### config.mk
export PLATFORM = sky130hd
export DESIGN_NAME = uart_prog_loader
export DESIGN_NICKNAME = d
export VERILOG_FILES = /design/src/rtl/uart_prog_loader.sv
export SDC_FILE = /design/constraint.sdc
export NUM_CORES = 1
export LEC_CHECK = 0
export CORE_ASPECT_RATIO = 1.75
export CORE_UTILIZATION = 57
export DETAILED_ROUTE_END_ITERATION = 8
export PLACE_DENSITY = 0.9
export SLEW_MARGIN = 20
export SYNTH_ARGS = -nofsm -noshare
export SYNTH_HDL_FRONTEND = slang
export SYNTH_SLANG_ARGS = --single-unit
### constraint.sdc
create_clock -name clock -period 2.21 [get_ports clock]
set_clock_uncertainty 0.05 [all_clocks]
set_input_delay 0.221 -clock clock [delete_from_list [all_inputs] [get_ports clock]]
set_output_delay 0.221 -clock clock [all_outputs]
set_load 0.03 [all_outputs]
### src/rtl/uart_prog_loader.sv
// Serial program loader: 8N1 UART receiver feeding a session FSM that parses a
// 16-bit word-count header and writes little-endian 32-bit words to instruction memory.
module uart_prog_loader #(
  parameter int unsigned CLKS_PER_BIT = 180,
  parameter int unsigned ADDR_WIDTH   = 14
) (
  input  logic                  clock,
  input  logic                  reset,
  input  logic                  upg_start,
  input  logic                  rx,
  output logic                  prog_wen,
  output logic [ADDR_WIDTH-1:0] prog_addr,
  output logic [31:0]           prog_data,
  output logic                  upg_busy,
  output logic                  upg_done,
  output logic                  frame_err
);

  localparam int unsigned       CNT_W   = $clog2(CLKS_PER_BIT);
  localparam logic [CNT_W-1:0]  HALF_M1 = CNT_W'(CLKS_PER_BIT / 2 - 1);
  localparam logic [CNT_W-1:0]  FULL_M1 = CNT_W'(CLKS_PER_BIT - 1);

  typedef enum logic [1:0] {RX_IDLE, RX_START, RX_DATA, RX_STOP} rx_state_t;
  typedef enum logic [2:0] {S_IDLE, S_HDR0, S_HDR1, S_DATA, S_DONE} s_state_t;

  logic             rx_meta, rx_sync, rx_prev;
  rx_state_t        rx_state, rx_next;
  logic [CNT_W-1:0] clk_cnt;
  logic [2:0]       bit_idx;
  logic [7:0]       rx_shift;
  logic             byte_valid, byte_err;

  s_state_t         s_state, s_next;
  logic             start_d;
  logic [15:0]      word_cnt;
  logic [1:0]       byte_idx;
  logic [23:0]      word_buf;

  always_ff @(posedge clock or negedge reset) begin
    if (!reset) begin
      rx_meta <= 1'b1;
      rx_sync <= 1'b1;
      rx_prev <= 1'b1;
    end else begin
      rx_meta <= rx;
      rx_sync <= rx_meta;
      rx_prev <= rx_sync;
    end
  end

  always_comb begin
    rx_next = rx_state;
    if (!upg_start) begin
      rx_next = RX_IDLE;
    end else begin
      case (rx_state)
        RX_IDLE:  if (rx_prev && !rx_sync) rx_next = RX_START;
        RX_START: if (clk_cnt == HALF_M1) rx_next = rx_sync ? RX_IDLE : RX_DATA;
        RX_DATA:  if (clk_cnt == FULL_M1 && bit_idx == 3'd7) rx_next = RX_STOP;
        RX_STOP:  if (clk_cnt == FULL_M1) rx_next = RX_IDLE;
        default:  rx_next = RX_IDLE;
      endcase
    end
  end

  // Bit timer restarts on every state change so sampling stays centred on each bit.
  always_ff @(posedge clock or negedge reset) begin
    if (!reset) begin
      rx_state   <= RX_IDLE;
      clk_cnt    <= '0;
      bit_idx    <= '0;
      rx_shift   <= '0;
      byte_valid <= 1'b0;
      byte_err   <= 1'b0;
    end else begin
      rx_state   <= rx_next;
      byte_valid <= 1'b0;
      byte_err   <= 1'b0;
      if (rx_next != rx_state || rx_state == RX_IDLE || clk_cnt == FULL_M1)
        clk_cnt <= '0;
      else
        clk_cnt <= clk_cnt + 1'b1;
      if (rx_state == RX_START)
        bit_idx <= '0;
      if (upg_start && rx_state == RX_DATA && clk_cnt == FULL_M1) begin
        rx_shift <= {rx_sync, rx_shift[7:1]};
        bit_idx  <= bit_idx + 1'b1;
      end
      if (upg_start && rx_state == RX_STOP && clk_cnt == FULL_M1) begin
        byte_valid <= rx_sync;
        byte_err   <= !rx_sync;
      end
    end
  end

  always_comb begin
    s_next = s_state;
    if (!upg_start) begin
      s_next = S_IDLE;
    end else begin
      case (s_state)
        S_IDLE: if (!start_d) s_next = S_HDR0;
        S_HDR0: if (byte_valid) s_next = S_HDR1;
        S_HDR1: if (byte_valid) s_next = ({rx_shift, word_cnt[7:0]} == 16'd0) ? S_DONE : S_DATA;
        S_DATA: if (prog_wen && word_cnt == 16'd1) s_next = S_DONE;
        S_DONE: s_next = S_DONE;
        default: s_next = S_IDLE;
      endcase
    end
  end

  // Bytes 0..2 shift into word_buf from the top so the 4th byte completes the word
  // in one load; prog_data therefore only changes when a full word is ready.
  always_ff @(posedge clock or negedge reset) begin
    if (!reset) begin
      s_state   <= S_IDLE;
      start_d   <= 1'b0;
      word_cnt  <= '0;
      byte_idx  <= '0;
      word_buf  <= '0;
      prog_wen  <= 1'b0;
      prog_addr <= '0;
      prog_data <= '0;
      frame_err <= 1'b0;
    end else begin
      s_state  <= s_next;
      start_d  <= upg_start;
      prog_wen <= upg_start && s_state == S_DATA && byte_valid && byte_idx == 2'd3;
      if (s_state == S_IDLE && s_next == S_HDR0) begin
        prog_addr <= '0;
        byte_idx  <= '0;
        frame_err <= 1'b0;
      end else if (byte_err) begin
        frame_err <= 1'b1;
      end
      if (upg_start && byte_valid) begin
        case (s_state)
          S_HDR0: word_cnt[7:0]  <= rx_shift;
          S_HDR1: word_cnt[15:8] <= rx_shift;
          S_DATA: begin
            byte_idx <= byte_idx + 1'b1;
            if (byte_idx == 2'd3)
              prog_data <= {rx_shift, word_buf};
            else
              word_buf <= {rx_shift, word_buf[23:8]};
          end
          default: ;
        endcase
      end
      if (prog_wen) begin
        prog_addr <= prog_addr + 1'b1;
        word_cnt  <= word_cnt - 1'b1;
      end
    end
  end

  assign upg_busy = (s_state == S_HDR0) || (s_state == S_HDR1) || (s_state == S_DATA);
  assign upg_done = (s_state == S_DONE);

endmodule

======== After elaboration in Yosys (flattened, before gate mapping) ========
Index checks and enable logic that the tools add are counted.
word-level totals
  logic and storage cells ................. 99
  bits in registers ....................... 120
  output and inout bits ................... 50
operators by class
  equality and inequality tests ........... 14
  bitwise operators ....................... 1
  reduce and logical (&&, ||, !) cells .... 30
  multiplexer cells ....................... 30
  add/sub/neg operators ................... 5
operator list
  cell                                                number
  two-way mux 16 bit                                  2
  two-way mux 14 bit                                  2
  two-way mux 3 bit                                   8
  two-way mux 8 bit                                   3
  two-way mux 2 bit                                   9
  == test 16 x 1 -> 1 bit, second input constant      1
  logical NOT 16 bit                                  1
  subtractor 16 x 1 -> 16 bit, second input constant  1
  case mux 3 bit (5 select lines)                     1
  adder 14 x 1 -> 14 bit, second input constant       1
  logical AND 1 bit                                   12
  nonzero test 2 bit                                  6
  adder 8 x 1 -> 8 bit, second input constant         1
  == test 8 x 7 -> 1 bit, second input constant       1
  == test 8 bit, second input constant                1
  case mux 2 bit (4 select lines)                     1
  == test 2 bit, second input constant                3
  == test 3 x 1 -> 1 bit, second input constant       2
  == test 3 x 2 -> 1 bit, second input constant       2
  == test 3 bit, second input constant                2
  AND reduction 3 bit                                 2
  logical OR 1 bit                                    4
  two-way mux 1 bit                                   4
  AND reduction 2 bit                                 2
  8 further kinds                                     8

======== Longest topological paths before layout ========
Gate-level depths: netlist of run 1.
  depth after elaboration ................. 10
  gate-level depth with buffers ........... 6

======== Least setup slack after synthesis of run 1 ========
No wires, ideal clock.
  kind .................................... register to register
  start point ............................. register clk_cnt[2]
  end point ............................... register rx_shift[0]
  slack ................................... 271 ps
  path buffers ............................ 1
  data arrival time ....................... 1764 ps
  stages on the path, launching flop included .. 5
  setup time .............................. 125 ps
  cells stage by stage .................... dfrtp_1 or4b_4 nor4_4 buf_6 mux2_4
between the ends
  cells in the longest elaborated chain, start to end .. 2
RTL lines
  element                 RTL line  RTL
  start, declared         28        logic [CNT_W-1:0] clk_cnt;
  start signal, assigned  82        clk_cnt <= clk_cnt + 1'b1;
  == test 8 bit           85        if (upg_start && rx_state == RX_DATA && clk_cnt == FULL_M1) begin
  logical AND 1 bit       85
  end signal, assigned    86        rx_shift <= {rx_sync, rx_shift[7:1]};
  end, declared           30        logic [7:0] rx_shift;
No other way between the ends.
A chain may end at the register's enable or synchronous reset.

======== Final worst setup path of run 1 ========
  start point ............................. register prog_wen
  end point ............................... output prog_wen
RTL lines
  element                 RTL line  RTL
  start, declared         11        output logic prog_wen,
  start signal, assigned  121       prog_wen <= 1'b0;
  start signal, assigned  128       prog_wen <= upg_start && s_state == S_DATA && byte_valid && byte_idx == 2'd3;
No word-level cell between the ends.

==> qor.yml, run 1 <==
pwr:
  p_per_area_mw_per_mm2: 763
  p_leak_nw: 3.11
  ir_drop_uv: 669
routing:
  wirelength_um: 12500
  viasPerCell: 5.90
  vias: 3890
  routedWlPerCell_um: 18.9
  ant_nets: 0
  firstDrtPassIters: 5
  drtIter0Drc: 220
  post-route-drc-count: 0
die:
  pin_count: 54
  die_area_mm2: 0.0100
  core_area_mm2: 0.00941
  start_util: 0.583
  fp.dieH_um: 132
  rows: 47
  die_w_um: 76.1
critical_path:
  crit_slowest_cell: "clkdlybuf4s50_1"
  path_depth: 1
  crit_path_start_kind: "flop"
  critPathBufInv: 1
  critPathRequiredTime_ns: 1.94
  cp_max_fo: 11
  crit_chain: "clkdlybuf4s50_1"
  crit_type: "reg2out"
  reg2reg_depth: 4
  critPathLaunch: "prog_wen"
  critPathTopFamily: "buffers and inverters"
  arrival_ns: 1.79
  r2r-start: "clk_cnt[2]"
  crit_path_end_kind: "primary output"
  critPathMaxStageDelay_ns: 0.76
  reg2reg_slack_ns: 0.23
global_route:
  top_usage_layer: "met2"
  grt_usage: 0.274
  gr-total-overflow: 0
  antenna_found_initial: 0
  grt_pass1_vias: 4151
  gr-usage-met3: 0.0699
  met1_usage: 0.309
  grt_use_met2: 0.474
  grt_max_degree: 44
  grt_pass1_wl_um: 21000
timing:
  hold_violations: 0
  maxClockFrequency_mhz: 486
  rsz0062_at_grt: "false"
  period_share: 0.930
  finalSetupViolCount: 0
  drv_slew: 0
  tightest_slew_ns: 0.516
  min_period_ns: 2.06
  relSlewSlack: 0.656
  fin_setup_tns_ns: 0
synth:
  synth_fp_nets: 464
  synthCells: 451
  yosysWarnings: 0
  synth_area_leaders: "dfrtp_1 (53%), mux2_2 (12%), mux2i_1 (5.1%)"
  synth_cell_types: 52
  synth_seq_area_share: 0.548
  yosysMostFrequentCell: "dfrtp_1"
  avgSynthCellArea_um2: 12.2
  yosys.area.top_type: "dfrtp_1"
  synth_ff_type: "dfrtp_1"
  syn_area_mm2: 0.00548
  synth_top_area_share: 0.534
  synthArstFlopShare: 1.00
  ys_top_cells_by_count: "dfrtp_1 (117), mux2_2 (59), nand2_1 (37), mux2i_1 (28), nor2_1 (27)"
  synth_edf_count: 0
  ys_ff_latch: 120
cts:
  clk_latency_ns: 0.42
  numCtsBuffers: 17
  clk_path_buf_depth: 2
  post_cts_buffers: 0
  cts-root-buf: "clkbuf_16"
  cts_tree: "yes"
  path_clk_slew_ns: 0.06
  htreeDepth: 4
  clock_sinks: 120
placed_design:
  place_congestion: 0.848
  post-dp-hpwl_um: 7640
  portBuffers: 53
worst_hold_path:
  hp-start: "rx"
  min_path_cells: 1
  hp-class: "in2reg"
finish:
  final_core_util: 0.734
  area.growth.synth_to_final_pct: 25.9
  num_antenna_cells: 0
  fillers: 569
  layout-drive-gt1-share: 0.235
  nets: 537
run_status:
  outcome: "finished, final reports clean"
flow_run:
  drv_cap: 0
-- path summary, 6_finish.rpt --
path / end
setup / recovery: prog_wen
hold / removal: rx_meta
setup reg to reg: rx_shift[1]
hold reg to reg: rx_sync
max in group asynchronous: prog_data[2]
min in group asynchronous: word_cnt[1]
-- routing by layer --
| layer | share of wire | vias up |
|---|---|---|
| met5 | 0 | - |
| li1 | - | 1767 |
| met1 | 0.37 | 1945 |
| met4 | 0.043 | 0 |
| met2 | 0.55 | 133 |
| met3 | 0.037 | 45 |
-- state kept, by name, summed over array words and instances, names as in the netlist, 2 cells and up --
register / cells
rx_state: 2
rx_shift: 8
byte_idx: 2
clk_cnt: 8
bit_idx: 3
word_buf: 24
prog_data: 32
s_state: 3
prog_addr: 14
word_cnt: 16
-- cells in the final DEF (no fill, tap or decap), types with 3 or more instances in the layout --
master             n
clkdlybuf4s50_1   51
nor3b_1            3
dfstp_2            3
nor3_1            12
nor4_1             4
xnor2_1           11
o21ai_0           11
xor2_1            17
nand4_1            9
a21oi_1            4
clkbuf_16         17
a211oi_1           3
o22ai_1            7
inv_1             10
buf_4             13
buf_12             4
bufinv_16          4
mux2i_1           28
and3_1             3
ha_1               9
nor2b_1            4
mux2_4             5
nand2b_1           4
mux2_2            59
nand3_1           13
clkinvlp_4         5
nor2_1            27
dfrtp_1          115
nand2_1           37
-- metrics by stage --
stage | setup slack (ns) | cell area, µm² | instances | hold slack [ns] | power [W]
3_3_place_gp | 0.229 | 6260 | 626 | 0.171 | 0.00235
4_1_cts | 0.0700 | 6900 | 659 | 0.160 | 0.00530
2_1_floorplan | 0.271 | 5480 | 451 | -0.125 | 0.00228
3_5_place_dp | 0.175 | 6260 | 626 | 0.175 | 0.00235
5_1_grt | 0.0857 | 6910 | 659 | 0.159 | 0.00540
6_report | 0.154 | 6910 | 659 | 0.170 | 0.00527
-- kinds of logic (layout without fill, tap and decap cells) --
group / count (synthesis) / count (layout) / share of synthesized area
AOI/OAI and AO/OA: 40 / 40 / 0.0479
and+or+nand+nor: 135 / 135 / 0.131
muxes: 92 / 92 / 0.186
xor gates and xnor gates: 28 / 28 / 0.0447
adders and majority gates: 9 / 9 / 0.0205
buffers and inverters: 27 / 113 / 0.0217
DFF: 120 / 120 / 0.548
-- what timing repair did --
action / 4_1_cts / 5_1_grt
endpoints found under the setup margin: 1 / 1
gates resized for setup: 1 / 2
endpoints found under the hold margin: 32 / 0
hold buffers: 1 / 0
-- layout make-up --
type / instances / area [µm²] / share of cell area
Tap cell: 122 / 153 / 0.0221
Multi-Input combinational cell: 304 / 2360 / 0.342
Clock inverter: 14 / 198 / 0.0286
Timing Repair Buffer: 70 / 707 / 0.102
Inverter: 11 / 41.3 / 0.00598
Sequential cell: 120 / 3010 / 0.436
Clock buffer: 18 / 439 / 0.0636
-- where the power goes --
group	total, W	internal (W)	switching, W
clock	0.00295	0.00192	0.00103
sequential	0.00222	0.00221	0.0000105
combinational	0.0000939	0.0000277	0.0000662
No activity file was read; power rests on OpenSTA's default activity.
==> run 2, diff against run 1 <==
- GPL_ROUTABILITY_DRIVEN: not set -> 0
==> results of run 2 <==
Final layout, timing and power as in run 1 (identical DEF).
